`config.mk`:
```
export PLATFORM = sky130hd
export DESIGN_NAME = dram_ctrl_initiator
export DESIGN_NICKNAME = d
export VERILOG_FILES = /design/src/rtl/dram_ctrl_pkg.sv /design/src/rtl/dram_wait_timer.sv /design/src/rtl/dram_ctrl_initiator.sv
export SDC_FILE = /design/constraint.sdc
export NUM_CORES = 1
export LEC_CHECK = 0
export ABC_AREA = 1
export CORE_MARGIN = 5
export CORE_UTILIZATION = 30
export DETAILED_ROUTE_END_ITERATION = 8
export PLACE_DENSITY = 0.57
export SETUP_SLACK_MARGIN = 0.05
export SKIP_CTS_REPAIR_TIMING = 1
export SLEW_MARGIN = 20
export SYNTH_ARGS = -nofsm -noshare
export SYNTH_HDL_FRONTEND = slang
export SYNTH_HIERARCHICAL = 1
export SYNTH_SLANG_ARGS = --single-unit
```
`constraint.sdc`:
```
create_clock -name clk -period 2.2 [get_ports clk]
set_clock_uncertainty 0.15 [all_clocks]
set_input_delay 0.44 -clock clk [delete_from_list [all_inputs] [get_ports clk]]
set_output_delay 0.44 -clock clk [all_outputs]
set_load 0.05 [all_outputs]
```
`src/rtl/dram_ctrl_pkg.sv`:
```
// Shared types and command encodings for the DRAM pin-level initiator.
package dram_ctrl_pkg;

  localparam int unsigned ROW_W = 11;
  localparam int unsigned COL_W = 10;

  typedef enum logic [3:0] {
    StIdle,
    StPre,
    StPreWait,
    StAct,
    StActWait,
    StRd,
    StRdWait,
    StWr,
    StWrWait,
    StResp
  } state_t;

  typedef struct packed {
    logic       csn;
    logic       rasn;
    logic       casn;
    logic [3:0] wen;
  } cmd_t;

  localparam cmd_t CMD_PRE   = '{csn: 1'b0, rasn: 1'b0, casn: 1'b1, wen: 4'h0};
  localparam cmd_t CMD_ACT   = '{csn: 1'b0, rasn: 1'b0, casn: 1'b1, wen: 4'hF};
  localparam cmd_t CMD_RD    = '{csn: 1'b0, rasn: 1'b1, casn: 1'b0, wen: 4'hF};
  localparam cmd_t CMD_NOP   = '{csn: 1'b0, rasn: 1'b1, casn: 1'b1, wen: 4'hF};
  localparam cmd_t CMD_DESEL = '{csn: 1'b1, rasn: 1'b1, casn: 1'b1, wen: 4'hF};

  // WRITE carries the byte enables on the active-low WEn lines.
  function automatic cmd_t cmd_wr(input logic [3:0] wstrb);
    return '{csn: 1'b0, rasn: 1'b1, casn: 1'b0, wen: ~wstrb};
  endfunction

endpackage

```
`src/rtl/dram_wait_timer.sv`:
```
// Loadable 8-bit down-counter; done is high whenever the count has reached zero.
module dram_wait_timer (
  input  logic       clk_i,
  input  logic       rst_i,
  input  logic       load_i,
  input  logic [7:0] load_val_i,
  output logic       done_o
);

  logic [7:0] count_q;

  always_ff @(posedge clk_i) begin
    if (rst_i) begin
      count_q <= '0;
    end else if (load_i) begin
      count_q <= load_val_i;
    end else if (count_q != '0) begin
      count_q <= count_q - 8'd1;
    end
  end

  assign done_o = (count_q == '0);

endmodule

```
`src/rtl/dram_ctrl_initiator.sv`:
```
// Turns single-word bus requests into PRE/ACT/RD/WR pin sequences with an open-row policy.
module dram_ctrl_initiator
  import dram_ctrl_pkg::*;
#(
  parameter int unsigned T_RP       = 5,
  parameter int unsigned T_RCD      = 5,
  parameter int unsigned T_WR       = 5,
  parameter int unsigned RD_TIMEOUT = 64
) (
  input  logic        clk,
  input  logic        rst,
  input  logic        req_valid,
  output logic        req_ready,
  input  logic        req_write,
  input  logic [31:0] req_addr,
  input  logic [3:0]  req_wstrb,
  input  logic [31:0] req_wdata,
  output logic        rsp_valid,
  input  logic        rsp_ready,
  output logic [31:0] rsp_rdata,
  output logic        rsp_err,
  output logic        DRAM_CSn,
  output logic [3:0]  DRAM_WEn,
  output logic        DRAM_RASn,
  output logic        DRAM_CASn,
  output logic [10:0] DRAM_A,
  output logic [31:0] DRAM_D,
  input  logic [31:0] DRAM_Q,
  input  logic        DRAM_valid
);

  localparam logic [7:0] LD_RP  = 8'(T_RP - 1);
  localparam logic [7:0] LD_RCD = 8'(T_RCD - 1);
  localparam logic [7:0] LD_WR  = 8'(T_WR - 1);
  localparam logic [7:0] LD_TO  = 8'(RD_TIMEOUT - 1);

  state_t           state_q;
  cmd_t             cmd_q;
  logic             row_open_q, force_pre_q;
  logic [ROW_W-1:0] open_row_q, row_q;
  logic [COL_W-1:0] col_q;
  logic             write_q;
  logic [3:0]       wstrb_q;
  logic [31:0]      wdata_q;

  logic [ROW_W-1:0] req_row, acc_row;
  logic [COL_W-1:0] req_col, acc_col;
  logic             acc_write;
  logic [3:0]       acc_wstrb;
  logic [31:0]      acc_wdata;
  logic             tmr_load, tmr_done;
  logic [7:0]       tmr_val;
  logic             unused_addr_bits;

  assign req_row          = req_addr[22:12];
  assign req_col          = req_addr[11:2];
  assign unused_addr_bits = ^{req_addr[31:23], req_addr[1:0]};

  // Commands issued straight from IDLE use the live request; later ones use the latched copy.
  always_comb begin
    acc_row   = row_q;
    acc_col   = col_q;
    acc_write = write_q;
    acc_wstrb = wstrb_q;
    acc_wdata = wdata_q;
    if (state_q == StIdle) begin
      acc_row   = req_row;
      acc_col   = req_col;
      acc_write = req_write;
      acc_wstrb = req_wstrb;
      acc_wdata = req_wdata;
    end
  end

  always_comb begin
    tmr_load = 1'b0;
    tmr_val  = '0;
    unique case (state_q)
      StPre:   begin tmr_load = 1'b1; tmr_val = LD_RP;  end
      StAct:   begin tmr_load = 1'b1; tmr_val = LD_RCD; end
      StRd:    begin tmr_load = 1'b1; tmr_val = LD_TO;  end
      StWr:    begin tmr_load = 1'b1; tmr_val = LD_WR;  end
      default: ;
    endcase
  end

  dram_wait_timer u_timer (
    .clk_i      (clk),
    .rst_i      (rst),
    .load_i     (tmr_load),
    .load_val_i (tmr_val),
    .done_o     (tmr_done)
  );

  always_ff @(posedge clk) begin
    if (rst) begin
      state_q     <= StIdle;
      cmd_q       <= CMD_DESEL;
      DRAM_A      <= '0;
      DRAM_D      <= '0;
      req_ready   <= 1'b0;
      rsp_valid   <= 1'b0;
      rsp_err     <= 1'b0;
      rsp_rdata   <= '0;
      row_open_q  <= 1'b0;
      force_pre_q <= 1'b0;
      open_row_q  <= '0;
      row_q       <= '0;
      col_q       <= '0;
      write_q     <= 1'b0;
      wstrb_q     <= '0;
      wdata_q     <= '0;
    end else begin
      unique case (state_q)
        StIdle: begin
          if (req_valid && req_ready) begin
            req_ready <= 1'b0;
            row_q     <= req_row;
            col_q     <= req_col;
            write_q   <= req_write;
            wstrb_q   <= req_wstrb;
            wdata_q   <= req_wdata;
            if (force_pre_q || (row_open_q && req_row != open_row_q)) begin
              cmd_q       <= CMD_PRE;
              row_open_q  <= 1'b0;
              force_pre_q <= 1'b0;
              state_q     <= StPre;
            end else if (!row_open_q) begin
              cmd_q      <= CMD_ACT;
              DRAM_A     <= acc_row;
              open_row_q <= acc_row;
              row_open_q <= 1'b1;
              state_q    <= StAct;
            end else if (acc_write) begin
              cmd_q   <= cmd_wr(acc_wstrb);
              DRAM_A  <= {1'b0, acc_col};
              DRAM_D  <= acc_wdata;
              state_q <= StWr;
            end else begin
              cmd_q   <= CMD_RD;
              DRAM_A  <= {1'b0, acc_col};
              state_q <= StRd;
            end
          end else begin
            req_ready <= 1'b1;
          end
        end
        StPre: begin
          cmd_q   <= CMD_NOP;
          state_q <= StPreWait;
        end
        StPreWait: begin
          if (tmr_done) begin
            cmd_q      <= CMD_ACT;
            DRAM_A     <= acc_row;
            open_row_q <= acc_row;
            row_open_q <= 1'b1;
            state_q    <= StAct;
          end
        end
        StAct: begin
          cmd_q   <= CMD_NOP;
          state_q <= StActWait;
        end
        StActWait: begin
          if (tmr_done) begin
            DRAM_A <= {1'b0, acc_col};
            if (acc_write) begin
              cmd_q   <= cmd_wr(acc_wstrb);
              DRAM_D  <= acc_wdata;
              state_q <= StWr;
            end else begin
              cmd_q   <= CMD_RD;
              state_q <= StRd;
            end
          end
        end
        StRd: begin
          cmd_q   <= CMD_NOP;
          state_q <= StRdWait;
        end
        StRdWait: begin
          if (DRAM_valid) begin
            rsp_rdata <= DRAM_Q;
            rsp_err   <= 1'b0;
            rsp_valid <= 1'b1;
            state_q   <= StResp;
          end else if (tmr_done) begin
            // The device state is unknown after a lost read, so force a precharge next time.
            rsp_rdata   <= '0;
            rsp_err     <= 1'b1;
            rsp_valid   <= 1'b1;
            row_open_q  <= 1'b0;
            force_pre_q <= 1'b1;
            state_q     <= StResp;
          end
        end
        StWr: begin
          cmd_q   <= CMD_NOP;
          state_q <= StWrWait;
        end
        StWrWait: begin
          if (tmr_done) begin
            rsp_rdata <= '0;
            rsp_err   <= 1'b0;
            rsp_valid <= 1'b1;
            state_q   <= StResp;
          end
        end
        StResp: begin
          if (rsp_ready) begin
            rsp_valid <= 1'b0;
            rsp_err   <= 1'b0;
            req_ready <= 1'b1;
            state_q   <= StIdle;
          end
        end
        default: state_q <= StIdle;
      endcase
    end
  end

  assign DRAM_CSn  = cmd_q.csn;
  assign DRAM_RASn = cmd_q.rasn;
  assign DRAM_CASn = cmd_q.casn;
  assign DRAM_WEn  = cmd_q.wen;

endmodule

```
### Word-level counts from Yosys, hierarchy flattened

Index checks and enable logic that the tools add are counted.

* add/subtract/negate cells: 1
* eq/ne operators: 22
* multiplexer cells: 64
* bitwise operators: 1
* reductions and logical operators: 29

Operator list (count)
* 2-to-1 mux 32 bit: 8
* case mux 32 bit (2 select lines): 2
* 2-to-1 mux 11 bit: 9
* case mux 4 bit (10 select lines): 1
* case mux 11 bit (3 select lines): 1
* 2-to-1 mux 4 bit: 8
* case mux 7 bit (4 select lines): 1
* AND reduction 5 bit: 5
* case mux 11 bit (2 select lines): 1
* 2-to-1 mux 7 bit: 3
* inequality test 2 bit (second input constant): 9
* equality test 4 x 3 -> 1 bit (second input constant): 4
* 2-to-1 mux 1 bit: 16
* 2-to-1 mux 8 bit: 2
* 2-to-1 mux 6 bit: 2
* case mux 6 bit (2 select lines): 1
* AND reduction 4 bit: 3
* nonzero test 2 bit: 6
* inequality test 11 bit: 1
* 2-to-1 mux 10 bit: 1
* case mux 1 bit (3 select lines): 3
* nonzero test 3 bit: 3
* equality test 4 x 2 -> 1 bit (second input constant): 2
* equality test 4 bit (second input constant): 2
* 17 further kinds: 23

* flip-flop bits (word level): 168
* input bits: 106
* output and inout bits: 85
* word-level logic and storage cells: 137

### Logic depth before layout (Yosys ltp)

* depth after elaboration: 8
* gate-level depth with buffers: 14
* mapped depth without buffers: 13

### By module

The synthesis kept the hierarchy.

Modules (own cells, without submodules)
* dram_ctrl_initiator: instances 1, cells an instance 1101, area an instance 7327.0 sq um, seq. area each 3203.1 sq um
* dram_wait_timer: instances 1, cells an instance 70, area an instance 473.0 sq um, seq. area each 160.2 sq um

### Worst setup path after synthesis

No wires, ideal clock.

* kind: register to register
* start: reg u_timer.count_q[0]
* end: reg DRAM_D[11]
* setup time: 0.113 ns
* data arrival time: 1.757 ns
* required time: 1.937 ns
* slack: 0.179 ns
* cell stages (with the launch flop): 11
* path buffers: 1
* period minus slack after synthesis: 2.021 ns
* path through: dfxtp_1 inv_1 ha_1 nand2_2 nor2_8 nor2_1 nor4_4 nand2_2 clkbuf_1 nor2_1 nor2_1

* longest elaborated chain between the ends: 3

Ends and longest elaborated chain
* start, declared: line dram_wait_timer.sv:10 `logic [7:0] count_q;`
* start signal, assigned: line dram_wait_timer.sv:16 `count_q <= load_val_i;`
* start signal, assigned: line dram_wait_timer.sv:18 `count_q <= count_q - 8'd1;`
* zero test 8 bit: line dram_wait_timer.sv:22 `assign done_o = (count_q == '0);`
* via tmr_done: line dram_ctrl_initiator.sv:51 `logic tmr_load, tmr_done;`
* inequality test 2 bit (no source line)
* AND reduction 5 bit (no source line)
* end signal, assigned: line dram_ctrl_initiator.sv:137 `DRAM_D <= acc_wdata;`
* end signal, assigned: line dram_ctrl_initiator.sv:170 `DRAM_D <= acc_wdata;`
* end, declared: line dram_ctrl_initiator.sv:27 `output logic [31:0] DRAM_D,`

The timed path passes the listed nets, and every way through them passes these cells.
A chain may end at the register's enable or synchronous reset.

### Worst setup path after layout

* start: reg state_q[1]
* end: reg DRAM_D[9]

* longest elaborated chain between the ends: 7
* elaborated cells between the ends (all ways): 16
* classes of those cells: 5 x eq/ne; 8 x mux; 3 x reduce/logical

Ends and longest elaborated chain
* start, declared: line dram_ctrl_initiator.sv:37 `state_t state_q;`
* start signal, assigned: line dram_ctrl_initiator.sv:97 `state_q <= StIdle;`
* start signal, assigned: line dram_ctrl_initiator.sv:127 `state_q <= StPre;`
* start signal, assigned: line dram_ctrl_initiator.sv:133 `state_q <= StAct;`
* zero test 4 bit: line dram_ctrl_initiator.sv:66, dram_ctrl_initiator.sv:114
* 2-to-1 mux 32 bit or 2-to-1 mux 1 bit (tied branches): line dram_ctrl_initiator.sv:66 `if (state_q == StIdle) begin`
* 2-to-1 mux 32 bit: line dram_ctrl_initiator.sv:134, dram_ctrl_initiator.sv:168
* 2-to-1 mux 32 bit: line dram_ctrl_initiator.sv:128 `end else if (!row_open_q) begin`
* 2-to-1 mux 32 bit: line dram_ctrl_initiator.sv:123 `if (force_pre_q || (row_open_q && req_row != open_row_q)) begin`
* 2-to-1 mux 32 bit: line dram_ctrl_initiator.sv:116 `if (req_valid && req_ready) begin`
* case mux 32 bit (2 select lines): line dram_ctrl_initiator.sv:114 `unique case (state_q)`

Parallel ways exist; a longest one is shown, timed or not. The select of a mux whose other input is x is not followed.

==> key figures <==
Critical path
  • Critical path class: reg -> reg
  • Worst Path Max Fanout: 29
  • Flop2flop setup slack: 0.20 ns
  • Startpoint Class: register
  • CP endpoint: DRAM_D[9]
  • CP required: 2.42 ns
  • Worst Reg-to-Reg Cells: 10
  • Critical path arrival: 2.23 ns
  • Reg2Reg Launch Point: state_q[1]
  • Crit path from: state_q[1]
  • Critical R2R Capture: DRAM_D[9]
  • Setup crit end kind: register

Timing
  • Final Max Slew Viols: 0
  • Hold Violations, Final: 0
  • RSZ-0062 raised after global routing: false
  • Fmax: 0.4991 GHz
  • Slew @ Worst Pin: 0.5628 ns
  • Slew HR: 0.6242
  • Fin crit share: 0.9108
  • Period minus WS final: 2.004 ns
  • # setup viols final: 0

Clocking
  • Clock sink count: 168
  • Total CTS buffers: 17
  • Clk Latency, worst-skew pair: 0.43 ns
  • Max Buffers Root-to-Sink: 2
  • CTS tree: yes
  • H-tree levels: 4
  • Worst-path clk slew: 0.07 ns
  • Clk root buf: clkbuf_16

Route
  • Met2 WL: 11,170 um
  • DR vias: about 7,900
  • DRT Pass-1 Iters: 4
  • Max layer used: met5
  • WL final: 23,940 um
  • Drt initial violations: 617
  • Drt wl/cell: 14.03 um
  • Detail Route met3 WL: 1529 um
  • Via/cell ratio: between 4 and 5
  • DRC violation count after routing: 0
  • Remaining antenna violation count: 0
  • WL met1: around 11,000 um

Layout
  • Fin nets: approximately 1,500
  • ANT cells: 0
  • Sequential Area: 0.003363 sq mm
  • Fin cells: 1,706
  • Multi-input logic area: 0.003871 sq mm
  • Area growth from synthesis to layout: 44.48%
  • FILL cells: 2,617
  • Share of layout cells above drive strength 1: 0.1065

Synthesis
  • Mapped Avg Cell Area: 6.661 sq um
  • Synth Register Bits: 168
  • Synthesized area: 0.007800 sq mm
  • Post-synth top area cell: dfxtp_1
  • Post-synth top area share: 0.4312
  • Seq/Total Area, Yosys: 0.4312
  • Ranking of synthesized cells by area: dfxtp_1 43%, nand2_1 13%, nor2_1 8.4%, o21ai_0 7.8%, a21oi_1 6.5%
  • Distinct cells, synth: 34
  • YS warnings: 6
  • Mapped Cells: 1,171

Flow run
  • Max-cap violations: 0

Pwr
  • Peak VDD IR: 0.6809 mV
  • Overall power: 0.01525 W
  • LEAKAGE: 6.077 nW
  • Pwr dens: 1353 mW/mm^2

Placed design
  • Placed Cells: 1,667
  • Placer Congestion: 0.8110
  • Detail Placement HPWL: 15,890 um
  • IO Port Bufs: approximately 180

GRT
  • Number of global-route vias before repair: 7,344
  • Initial antenna violation count: 3
  • Grt ovf: 0
  • Total GRT Usage: 0.1579
  • Largest net degree at the start of global routing: 99
  • First-pass GRT wire length: 37,650 um

Floorplanning
  • Core ar.: 0.02584 sq mm
  • Num ports: 191
  • Die Y: about 170 um
  • # rows: 59
  • Chip Width: 171.2 um
  • Starting Density: 0.3019
  • Die footprint: 0.02932 sq mm

Min path
  • Hold crit path type: in -> reg

Status
  • Outcome: completed
## cell families (layout without fill, tap and decap cells)
family | Yosys count | in the layout | synth area share
AND/OR/NAND/NOR | 559 | 560 | 0.2958
XOR/XNOR | 11 | 11 | 0.01235
AO/OA/AOI/OAI | 255 | 255 | 0.1710
other | 1 | 2 | 0.0004808
flip-flops | 168 | 168 | 0.4312
adder cells (fa/ha/maj) | 1 | 1 | 0.001604
buffers and inverters | 176 | 374 | 0.08758
## critical path, stage by stage, from the launching register on
cell	delay, ns
dfxtp_1	0.35
nor2_4	0.23
nand2_8	0.10
o21ai_4	0.14
inv_2	0.08
nor4_4	0.34
nand2_4	0.14
buf_12	0.19
nand2_1	0.06
nand2_1	0.04
nor2_1	0.10
## layout make-up
type	count	area share
repair buffers	239	0.2300
inverters	103	0.03431
multi-input cells	829	0.3435
clock buffers	17	0.03775
well taps	335	0.03719
clock inverters	15	0.01876
flip-flops and latches	168	0.2984
## cells in the final DEF, fill, tap and decap left out, types with 2 or more instances in the layout
| cell type | count |
|---|---|
| buf_12 | 11 |
| nand2_1 | 276 |
| clkdlybuf4s50_1 | 89 |
| o211ai_1 | 13 |
| dlymetal6s2s_1 | 83 |
| nand3_2 | 2 |
| o21ai_0 | 119 |
| nor2_4 | 5 |
| inv_2 | 10 |
| nor2_2 | 10 |
| buf_6 | 2 |
| clkinv_4 | 2 |
| conb_1 | 2 |
| a21oi_1 | 102 |
| nand4_1 | 4 |
| o21ai_2 | 2 |
| nand2_2 | 5 |
| dfxtp_1 | 168 |
| clkbuf_16 | 18 |
| inv_1 | 93 |
| xnor2_1 | 7 |
| nand2_4 | 4 |
| nand3_1 | 71 |
| clkinvlp_4 | 3 |
| inv_6 | 4 |
| bufinv_16 | 4 |
| nor2_1 | 167 |
| xor2_1 | 4 |
| or2_2 | 2 |
| o21ai_1 | 9 |
| nor3_1 | 11 |
| buf_4 | 52 |
| a211oi_1 | 5 |
## worst min path at each step
stage / from / to / slack (ns) / depth (start not counted)
finish: req_addr[13] / row_q[1] / 0.29 / 3
global route: req_addr[13] / row_q[1] / 0.31 / 3
CTS: row_q[4] / row_q[4] / 0.30 / 2
detailed placement: row_q[1] / row_q[1] / 0.29 / 2
global placement: row_q[7] / row_q[7] / 0.29 / 2
floorplan: col_q[7] / col_q[7] / 0.28 / 2
## sequential cells by signal (all words and copies together) (netlist names), 4 cells and up
register,count
DRAM_WEn,4
open_row_q,11
u_timer/count_q,8
wdata_q,32
wstrb_q,4
DRAM_A,11
row_q,11
DRAM_D,32
rsp_rdata,32
state_q,4
col_q,10
## power by group
part | switching [W] | internal [W]
Clock | 0.00137 | 0.00193
Combinational | 0.00485 | 0.00286
Sequential | 0.000429 | 0.00381
Total | 0.00665 | 0.00860
## stage by stage
step / setup WS (ns) / cell area [sq um] / utilization / setup TNS [ns] / hold WS [ns]
3_5_place_dp: -0.3701 / 10240 / 0.3965 / -19.50 / 0.2934
4_1_cts: -0.06525 / 10880 / 0.4211 / -0.8836 / 0.3040
3_3_place_gp: -0.3382 / 10240 / 0.3965 / -18.12 / 0.2882
6_report: 0.1963 / 11270 / 0.4362 / 0 / 0.2855
2_1_floorplan: 0.1795 / 7804 / - / 0 / 0.2797
5_1_grt: 0.03686 / 11270 / 0.4362 / 0 / 0.3109
## Yosys cell counts (all sizes together)
cell type and instances:
a211oi 5, a21oi 103, a31oi 2, buf 18
clkbuf 55, clkinv 1, conb 1, dfxtp 168
ha 1, inv 102, nand2 285, nand3 73
nand4 4, nor2 183, nor3 11, nor4 1
o211ai 13, o21ai 131, o21bai 1, or2 2
xnor2 7, xor2 4
## layer usage
layer,GRT usage,vias up
met4,0.03893,6
met2,0.2571,138
met3,0.05148,23
met5,0,-
li1,-,4121
met1,0.2040,3565
Note: power is estimated with default switching activity, not from simulation.
